===== config.mk =====
export PLATFORM = sky130hd
export DESIGN_NAME = adder_share_arbiter
export DESIGN_NICKNAME = d
export VERILOG_FILES = /design/src/rtl/adder_share_arbiter.sv
export SDC_FILE = /design/constraint.sdc
export NUM_CORES = 1
export LEC_CHECK = 0
export CAP_MARGIN = 20
export CORE_ASPECT_RATIO = 1.5
export CORE_MARGIN = 2
export CORE_UTILIZATION = 37
export DETAILED_ROUTE_END_ITERATION = 8
export PLACE_DENSITY = 0.82
export SLEW_MARGIN = 20
export SYNTH_ARGS = -nofsm -noshare
export SYNTH_HDL_FRONTEND = slang
export SYNTH_SLANG_ARGS = --single-unit

===== constraint.sdc =====
create_clock -name clk -period 4.2 [get_ports clk]
set_input_delay 0.84 -clock clk [delete_from_list [all_inputs] [get_ports clk]]
set_output_delay 0.84 -clock clk [all_outputs]
set_load 0.01 [all_outputs]

===== src/rtl/adder_share_arbiter.sv =====
// adder_share_arbiter: round-robin sharing of one WIDTH-bit adder between
// NREQ requesters. The granted operand pair is added and the sum is held in a
// single registered response slot, tagged with the requester index.
//
// Handshake contract (both sides): a transfer happens on the rising edge
// where valid and ready are both 1. Producers keep valid and payload stable
// until that edge. Valid never depends combinationally on ready.
// req_ready is a function of req_valid, rsp_ready and registered state only.
//
// The slot state is directly visible on rsp_valid (EMPTY=0, FULL=1).
module adder_share_arbiter #(
    parameter int WIDTH = 32,
    parameter int NREQ  = 3,
    parameter int IDW   = $clog2(NREQ)
) (
    input  logic                  clk,
    input  logic                  rst_n,
    input  logic [NREQ-1:0]       req_valid,
    input  logic [NREQ*WIDTH-1:0] req_a,
    input  logic [NREQ*WIDTH-1:0] req_b,
    output logic [NREQ-1:0]       req_ready,
    output logic                  rsp_valid,
    output logic [WIDTH-1:0]      rsp_data,
    output logic                  rsp_carry,
    output logic [IDW-1:0]        rsp_id,
    input  logic                  rsp_ready,
    output logic                  busy
);

    typedef enum logic {
        SLOT_EMPTY = 1'b0,
        SLOT_FULL  = 1'b1
    } slot_state_e;

    slot_state_e      slot_q, slot_d;
    logic [WIDTH-1:0] rsp_data_q, rsp_data_d;
    logic             rsp_carry_q, rsp_carry_d;
    logic [IDW-1:0]   rsp_id_q, rsp_id_d;
    logic [IDW-1:0]   last_grant_q, last_grant_d;

    logic             can_accept;
    logic             grant_found;
    logic [IDW-1:0]   grant_idx;
    logic [IDW-1:0]   cand_idx;
    logic             accept;
    logic [WIDTH-1:0] op_a, op_b;
    logic [WIDTH:0]   sum;

    // The slot can take a new result when empty or when it drains this edge.
    always_comb begin
        can_accept = (slot_q == SLOT_EMPTY) || rsp_ready;
    end

    // Round-robin search: first valid requester after the last one granted.
    always_comb begin
        grant_found = 1'b0;
        grant_idx   = '0;
        cand_idx    = '0;
        for (int k = 1; k <= NREQ; k++) begin
            cand_idx = IDW'((int'(last_grant_q) + k) % NREQ);
            if (!grant_found && req_valid[cand_idx]) begin
                grant_found = 1'b1;
                grant_idx   = cand_idx;
            end
        end
    end

    // Grant is one-hot on the winner, and only when the slot can take it.
    always_comb begin
        accept    = can_accept && grant_found;
        req_ready = '0;
        for (int i = 0; i < NREQ; i++) begin
            req_ready[i] = accept && (grant_idx == IDW'(i));
        end
    end

    // Operand mux feeding the single shared adder; carry kept in bit WIDTH.
    always_comb begin
        op_a = '0;
        op_b = '0;
        for (int i = 0; i < NREQ; i++) begin
            if (grant_idx == IDW'(i)) begin
                op_a = req_a[i*WIDTH +: WIDTH];
                op_b = req_b[i*WIDTH +: WIDTH];
            end
        end
        sum = {1'b0, op_a} + {1'b0, op_b};
    end

    // Slot next state: accept overwrites (even while draining), a bare drain
    // only clears the valid state and leaves the payload untouched.
    always_comb begin
        slot_d       = slot_q;
        rsp_data_d   = rsp_data_q;
        rsp_carry_d  = rsp_carry_q;
        rsp_id_d     = rsp_id_q;
        last_grant_d = last_grant_q;
        if (accept) begin
            slot_d       = SLOT_FULL;
            rsp_data_d   = sum[WIDTH-1:0];
            rsp_carry_d  = sum[WIDTH];
            rsp_id_d     = grant_idx;
            last_grant_d = grant_idx;
        end else if ((slot_q == SLOT_FULL) && rsp_ready) begin
            slot_d = SLOT_EMPTY;
        end
    end

    // State registers; last_grant resets to NREQ-1 so requester 0 wins first.
    always_ff @(posedge clk or negedge rst_n) begin
        if (!rst_n) begin
            slot_q       <= SLOT_EMPTY;
            rsp_data_q   <= '0;
            rsp_carry_q  <= 1'b0;
            rsp_id_q     <= '0;
            last_grant_q <= IDW'(NREQ - 1);
        end else begin
            slot_q       <= slot_d;
            rsp_data_q   <= rsp_data_d;
            rsp_carry_q  <= rsp_carry_d;
            rsp_id_q     <= rsp_id_d;
            last_grant_q <= last_grant_d;
        end
    end

    // Outputs come straight from registers, except busy which also sees requests.
    always_comb begin
        rsp_valid = (slot_q == SLOT_FULL);
        rsp_data  = rsp_data_q;
        rsp_carry = rsp_carry_q;
        rsp_id    = rsp_id_q;
        busy      = rsp_valid || (|req_valid);
    end

endmodule


* Word-level counts from Yosys, hierarchy flattened
Cells that the tools add are included.
** Storage, ports and cells
- Memories kept :: 0
- Latch bits :: 0
- Memory bits (read-only) :: 0
- Output and inout bits :: 40
- Input port bits :: 198
- Register bits :: 38
- Memory bits (writable) :: 0
- Word-level logic and storage cells :: 52
** Operators by class
- Bitwise operators :: 1
- Equality and inequality tests :: 2
- Add/subtract/negate cells :: 4
- Multipliers :: 0
- Div/mod/pow operators :: 3
- $lt $le $gt $ge :: 3
- Multiplexer cells :: 20
- Reductions and logical operators :: 14
- Shift-type cells :: 0
** Operators by type and width (count)
- $mux W32 :: 6
- $mod A32 B3 Y32 const B :: 3
- $add A32 B32 Y33 :: 1
- $lt A2 B3 Y1 const B :: 3
- $mux W1 :: 8
- $logic_and A1 B1 Y1 :: 7
- $add A2 B2 Y3 const B :: 2
- $bmux W1 S2 :: 3
- $mux W2 :: 3
- $add A2 B1 Y3 const B :: 1
- $reduce_or A3 Y1 :: 1
- $eq A2 B1 Y1 const B :: 1
- $eq A2 B2 Y1 const B :: 1
- $logic_not A1 Y1 :: 2
- $logic_not A2 Y1 :: 1
- $logic_or A1 B1 Y1 :: 2
- $reduce_bool A2 Y1 :: 1
- $not A1 Y1 :: 1

* Logic depth before layout (Yosys ltp)
- Word-level depth :: 16
- Mapped depth :: 19
- Gate-level depth less buffers :: 18

* Worst setup path before layout
No wires, ideal clock.
- Path kind :: reg2reg
- Start :: register last_grant_q[1]
- End :: register rsp_carry_q, in the netlist rsp_carry
- Path slack :: 0.044 ns
- Cell stages (with the launch flop) :: 19
- Path buffers :: 2
- Setup time :: 0.120 ns
- Data required time :: 4.080 ns
- Arrival time :: 4.036 ns
- Clock period less this slack :: 4.156 ns
- Cells stage by stage :: dfstp_2 -> ha_1 -> nand2b_1 -> a21oi_1 -> nor4_2 -> o31a_1 -> buf_4 -> buf_4 -> a22oi_1 -> nand2_1 -> ha_1 -> fa_1 -> a21oi_1 -> o211ai_1 -> a41oi_1 -> o21ai_0 -> nand3_1 -> nand2_1 -> a41o_1
** Between the ends
- Word-level cells in the longest chain between the ends :: 16
- Elaborated cells between the ends (all ways) :: 33
- Classes of those cells :: add/sub: 4; div: 3; eq/ne: 2; mux: 18; reduce/logical: 6
** Ends and longest elaborated chain
- start, declared :: RTL line 39 : logic [IDW-1:0] last_grant_q, last_grant_d;
- start signal, assigned :: RTL line 116 : last_grant_q <= IDW'(NREQ - 1);
- start signal, assigned :: RTL line 122 : last_grant_q <= last_grant_d;
- $add A2 B1 Y3 :: RTL line 60 : cand_idx = IDW'((int'(last_grant_q) + k) % NREQ);
- $mod A32 B3 Y32 :: RTL line 60
- $bmux W1 S2 :: RTL line 61 : if (!grant_found && req_valid[cand_idx]) begin
- $mux W1 (implied by the code) :: RTL line 61
- $mux W1 :: RTL line 61
- $logic_not A1 Y1 :: RTL line 61
- $logic_and A1 B1 Y1 :: RTL line 61
- $mux W1 :: RTL line 61
- $logic_not A1 Y1 :: RTL line 61
- $logic_and A1 B1 Y1 :: RTL line 61
- $mux W2 :: RTL line 61
- $logic_not A2 Y1 :: RTL line 82 : if (grant_idx == IDW'(i)) begin
- $mux W32 (3 in series) :: RTL line 82
- $add A32 B32 Y33 :: RTL line 87 : sum = {1'b0, op_a} + {1'b0, op_b};
- end signal, assigned :: RTL line 120 : rsp_carry_q <= rsp_carry_d;
- end, declared :: RTL line 37 : logic rsp_carry_q, rsp_carry_d;
Several ways; a longest one is shown, not always the timed one. The select of a mux whose other input is x is not followed.
A chain may end at the register's enable or synchronous reset.

* Worst setup path in the final report
- Start :: register last_grant_q[1]
- End :: register rsp_data_q[31], in the netlist rsp_data[31]
** Between the ends
- Word-level cells in the longest chain between the ends :: 16
- Elaborated cells between the ends (all ways) :: 33
- Classes of those cells :: add/sub: 4; div: 3; eq/ne: 2; mux: 18; reduce/logical: 6
** Ends and longest elaborated chain
- $add A2 B1 Y3 :: RTL line 60
- $mod A32 B3 Y32 :: RTL line 60
- $bmux W1 S2 :: RTL line 61
- $mux W1 (implied by the code) :: RTL line 61
- $mux W1 :: RTL line 61
- $logic_not A1 Y1 :: RTL line 61
- $logic_and A1 B1 Y1 :: RTL line 61
- $mux W1 :: RTL line 61
- $logic_not A1 Y1 :: RTL line 61
- $logic_and A1 B1 Y1 :: RTL line 61
- $mux W2 :: RTL line 61
- $logic_not A2 Y1 :: RTL line 82
- $mux W32 (3 in series) :: RTL line 82
- $add A32 B32 Y33 :: RTL line 87
- end signal, assigned :: RTL line 119 : rsp_data_q <= rsp_data_d;
- end, declared :: RTL line 36 : logic [WIDTH-1:0] rsp_data_q, rsp_data_d;
Several ways; a longest one is shown, not always the timed one. The select of a mux whose other input is x is not followed.

==> impl_summary.txt <==
----------------------------------------------------
[Setup path]
  Crit end category ... flip-flop
  Critical path data arrival time ... 4.36 ns
  Sort of element at the start of the critical path ... flip-flop
  Required time reported for the critical path endpoint ... 4.33 ns
  Crit path max fanout ... 6
  Critical path class ... flip-flop to flip-flop

[CTS]
  Clock root buffer ... clkbuf_16
  Inserted Clock Buffers ... 5
  Skew-Pair Late Insertion Delay ... 0.28 ns
  Deepest clock path buffer count ... 2
  Clock slew at the register clock pins of the worst setup and hold paths ... 0.06 ns
  TritonCTS clock tree ... done
  Num Clock Sinks ... 37
  Max H-tree Level ... 2
  Quantity of hold-fixing buffers added after cts ... 0

[Pwr]
  Combinational share of power ... 0.885
  Switching share of total power ... 0.479
  Power density over cell area ... 1020 mW/mm²
  Leakage ... 3.90 nW
  P_sw ... 0.00434 W
  Internal power ... 0.00472 W
  Clock power share ... 0.041
  Worst ir drop on vdd ... 505 µV
  Share of total power in sequential cells ... 0.074

[Run status]
  Violated checks ... negative setup slack
  Status ... complete, but fails checks

[Min path]
  Worst hold path class ... flip-flop to flip-flop

[Floorplanning]
  Die span in x ... 93.9 µm
  Cell row count ... 49
  Full die area ... 0.0130 mm²
  Core area ... 0.0119 mm²
  Effective utilization at floorplan ... 0.377
  Number of top-level design ports ... 238
  Die extent in y ... 139 µm

[Route]
  Post-route antenna net violation count ... 0
  Number of vias after detailed routing ... 6507
  # DRC ... 0
  Pre-Repair DR Iteration Count ... 6
  Initial DRC Count ... 438
  Post-DR wirelength/cell ... 18.2 µm
  Via density per instance ... 5.60
  Aggregate routed wire length ... 21200 µm

[Synth]
  Async set-reset flop share out of synthesis ... 1.00
  Number of warning messages in the yosys log ... 0
  Flip-flop cell with the highest count after synthesis ... dfrtp_1
  Synthesized instance count ... 651
  Mapped cell area ... 0.00448 mm²
  Synth area leaders ... dfrtp_1 20%, nand2_1 15%, ha_1 9.8%
  Average footprint of a synthesized cell ... 6.88 µm²
  Post-synth net total ... 885
  Post-synth EDFFs ... 0
  Share of the yosys chip area belonging to registers ... 0.207
  Post-synth top area cell ... dfrtp_1
  Area share of the largest cell type after synthesis ... 0.201
  Number of synthesized register bits ... 37
  Cell variety after synth ... 50

[Timing]
  Maximum achievable frequency ... 237 MHz
  Final clock period utilization by the worst path ... 1.01
  Remaining max-slew budget at the tightest pin ... 0.351
  Sum of negative setup slack ... -0.0220 ns
  Final number of hold-violating endpoints ... 0
  Maximum clock skew at final layout ... 0.00317 ns
  Min cycle time layout ... 4.22 ns
  Transition time at the pin with the least slew margin ... 0.971 ns
  Final worst setup slack ... -0.0220 ns
  Final setup viols ... 1
  Max-slew violation total from the final report ... 0

[Cells and area]
  Post-synthesis to final-layout area growth ... 98.9%
  Non-Filler Cell Area, Final ... 0.00891 mm²
  Inserted Diodes ... 0
  Share of final-layout standard cells stronger than drive strength 1 ... 0.259
  Final cell utilization of the core ... 0.749
  Final layout net count ... 1243
  Final cell count without fillers ... 1163

[Placed design]
  Number of port buffers ... 237
  Placed cells ... 1139
  Cell Area, Placed ... 0.00798 mm²
  Detailed placement HPWL ... 15600 µm
  Placer congestion estimate ... 0.914
  Placement Setup Slack ... -0.602 ns

[Job]
  Max-capacitance violation count ... 0

[Global routing]
  Wire length of the first global-routing pass ... 29700 µm
  Number of global-route vias before repair ... 6227
  Largest net degree at the start of global routing ... 58
  GRT Residual Overflow ... 0
  Overall fraction of global-route tracks in use ... 0.281
  Initial antenna violation count ... 0

----------------------------------------------------
## cell usage in the layout, fill, tap and decap left out, types with 4 or more instances in the layout
cell,instances
ha_4,16
a22oi_2,7
nor2_4,4
o211ai_1,5
o21ai_1,4
o311ai_1,6
clkdlybuf4s50_1,233
and3_1,5
nand4_1,11
nor2_1,55
clkbuf_16,8
inv_1,6
nand2_2,7
o21bai_1,4
a21oi_1,23
a21oi_2,10
xor2_1,15
nand3_1,7
a31oi_1,14
a22oi_1,34
nor3_1,5
nand2b_1,4
xnor2_1,7
nor2_2,4
a21o_1,15
buf_12,7
o22ai_1,10
dfrtp_1,36
a21oi_4,5
mux2i_1,5
nand2_1,168
o21ai_0,35
buf_4,142
ha_1,18
## routing by layer
metal	track usage	wire length, µm
met1	0.327	7470
met2	0.524	11200
met3	0.0255	1290
met4	0.0992	1220
met5	0	0
## synthesized netlist by cell type (6+ instances only)
cell and number:
nand2_1 175, nor2_1 63, a22oi_1 41, o21ai_0 41
a21oi_1 38, dfrtp_1 36, ha_1 35, a31oi_1 18
clkbuf_1 16, a21o_1 15, buf_2 15, xor2_1 15
nand4_1 11, o22ai_1 11, nand3_1 9, buf_4 8
inv_1 8, mux2i_1 7, nand2b_1 7, nor3_1 7
xnor2_1 7, a211oi_1 6, o21bai_1 6, o311ai_1 6
## worst paths after layout
| kind | startpoint | to | slack [ns] | cells after the start |
|---|---|---|---|---|
| max in group asynchronous | rst_n | rsp_data[11]$_DFFE_PN0P_ | 3.03 | 1 |
| setup / recovery | last_grant_q[1]$_DFFE_PN1P_ | rsp_data[31]$_DFFE_PN0P_ | -0.02 | 23 |
| hold / removal | rsp_data[22]$_DFFE_PN0P_ | rsp_data[22]$_DFFE_PN0P_ | 0.48 | 2 |
| hold reg to reg | rsp_data[22]$_DFFE_PN0P_ | rsp_data[22]$_DFFE_PN0P_ | 0.48 | 2 |
| min in group asynchronous | rst_n | rsp_data[28]$_DFFE_PN0P_ | 0.65 | 1 |
| setup reg to reg | last_grant_q[1]$_DFFE_PN1P_ | rsp_data[31]$_DFFE_PN0P_ | -0.02 | 23 |
## critical path, stage by stage (launching register included)
cell and delay, ns:
dfstp_2 0.56, buf_4 0.12, inv_2 0.06, ha_4 0.21, nand2b_4 0.09, a21oi_4 0.08, nor4_4 0.30, buf_4 0.19
o31ai_4 0.09, buf_6 0.15, buf_12 0.13, buf_4 0.13, o22ai_1 0.13, nor2_1 0.08, buf_4 0.15, ha_4 0.27
buf_4 0.14, nand4_1 0.26, nor3_4 0.23, a21boi_2 0.21, a211oi_2 0.05, buf_4 0.15, mux2i_1 0.16, o311ai_1 0.14
## cells by family after synthesis
kind of cell	Yosys count	share of synthesized area
compound gates	205	0.300
simple gates	295	0.278
flops	37	0.207
mux	7	0.0156
xor+xnor	22	0.0430
buf+inv	49	0.0536
fa+ha+maj	36	0.102
## power by group through the flow
| stage | registers [W] | clock network (W) | logic [W] |
|---|---|---|---|
| global route | 0.000686 | 0.000388 | 0.00859 |
| floorplan | 0.000733 | 0 | 0.00348 |
| global placement | 0.000663 | 0 | 0.00648 |
| CTS | 0.000663 | 0.000370 | 0.00683 |
| finish | 0.000670 | 0.000372 | 0.00802 |
| detailed placement | 0.000667 | 0 | 0.00663 |
## layout make-up
cell class / count / area, µm²
inverter: 8 / 30.0
multi-input combinational: 565 / 3940
fill: 835 / 2980
tap: 153 / 191
timing repair buffer: 392 / 3680
clock buffer: 5 / 125
clock inverter: 3 / 22.5
sequential: 37 / 927
## timing repair
action                                  CTS  global route
hold endpoints to repair                  0             0
setup buffers                             3            10
cloned                                    0             3
pin swaps                                17            48
endpoints found under the setup margin   23            23
gates resized for setup                  21           100
## flip-flops by register name (all words and copies together) (netlist names)
signal	cells
last_grant_q	1
rsp_valid	1
rsp_carry	1
rsp_id	2
rsp_data	32
## stage by stage
stage	hold slack [ns]	power [W]
2_1_floorplan	0.503	0.00421
3_3_place_gp	0.449	0.00715
3_5_place_dp	0.466	0.00729
4_1_cts	0.482	0.00786
5_1_grt	0.507	0.00967
6_report	0.480	0.00906
(Power assumes the default switching activity.)
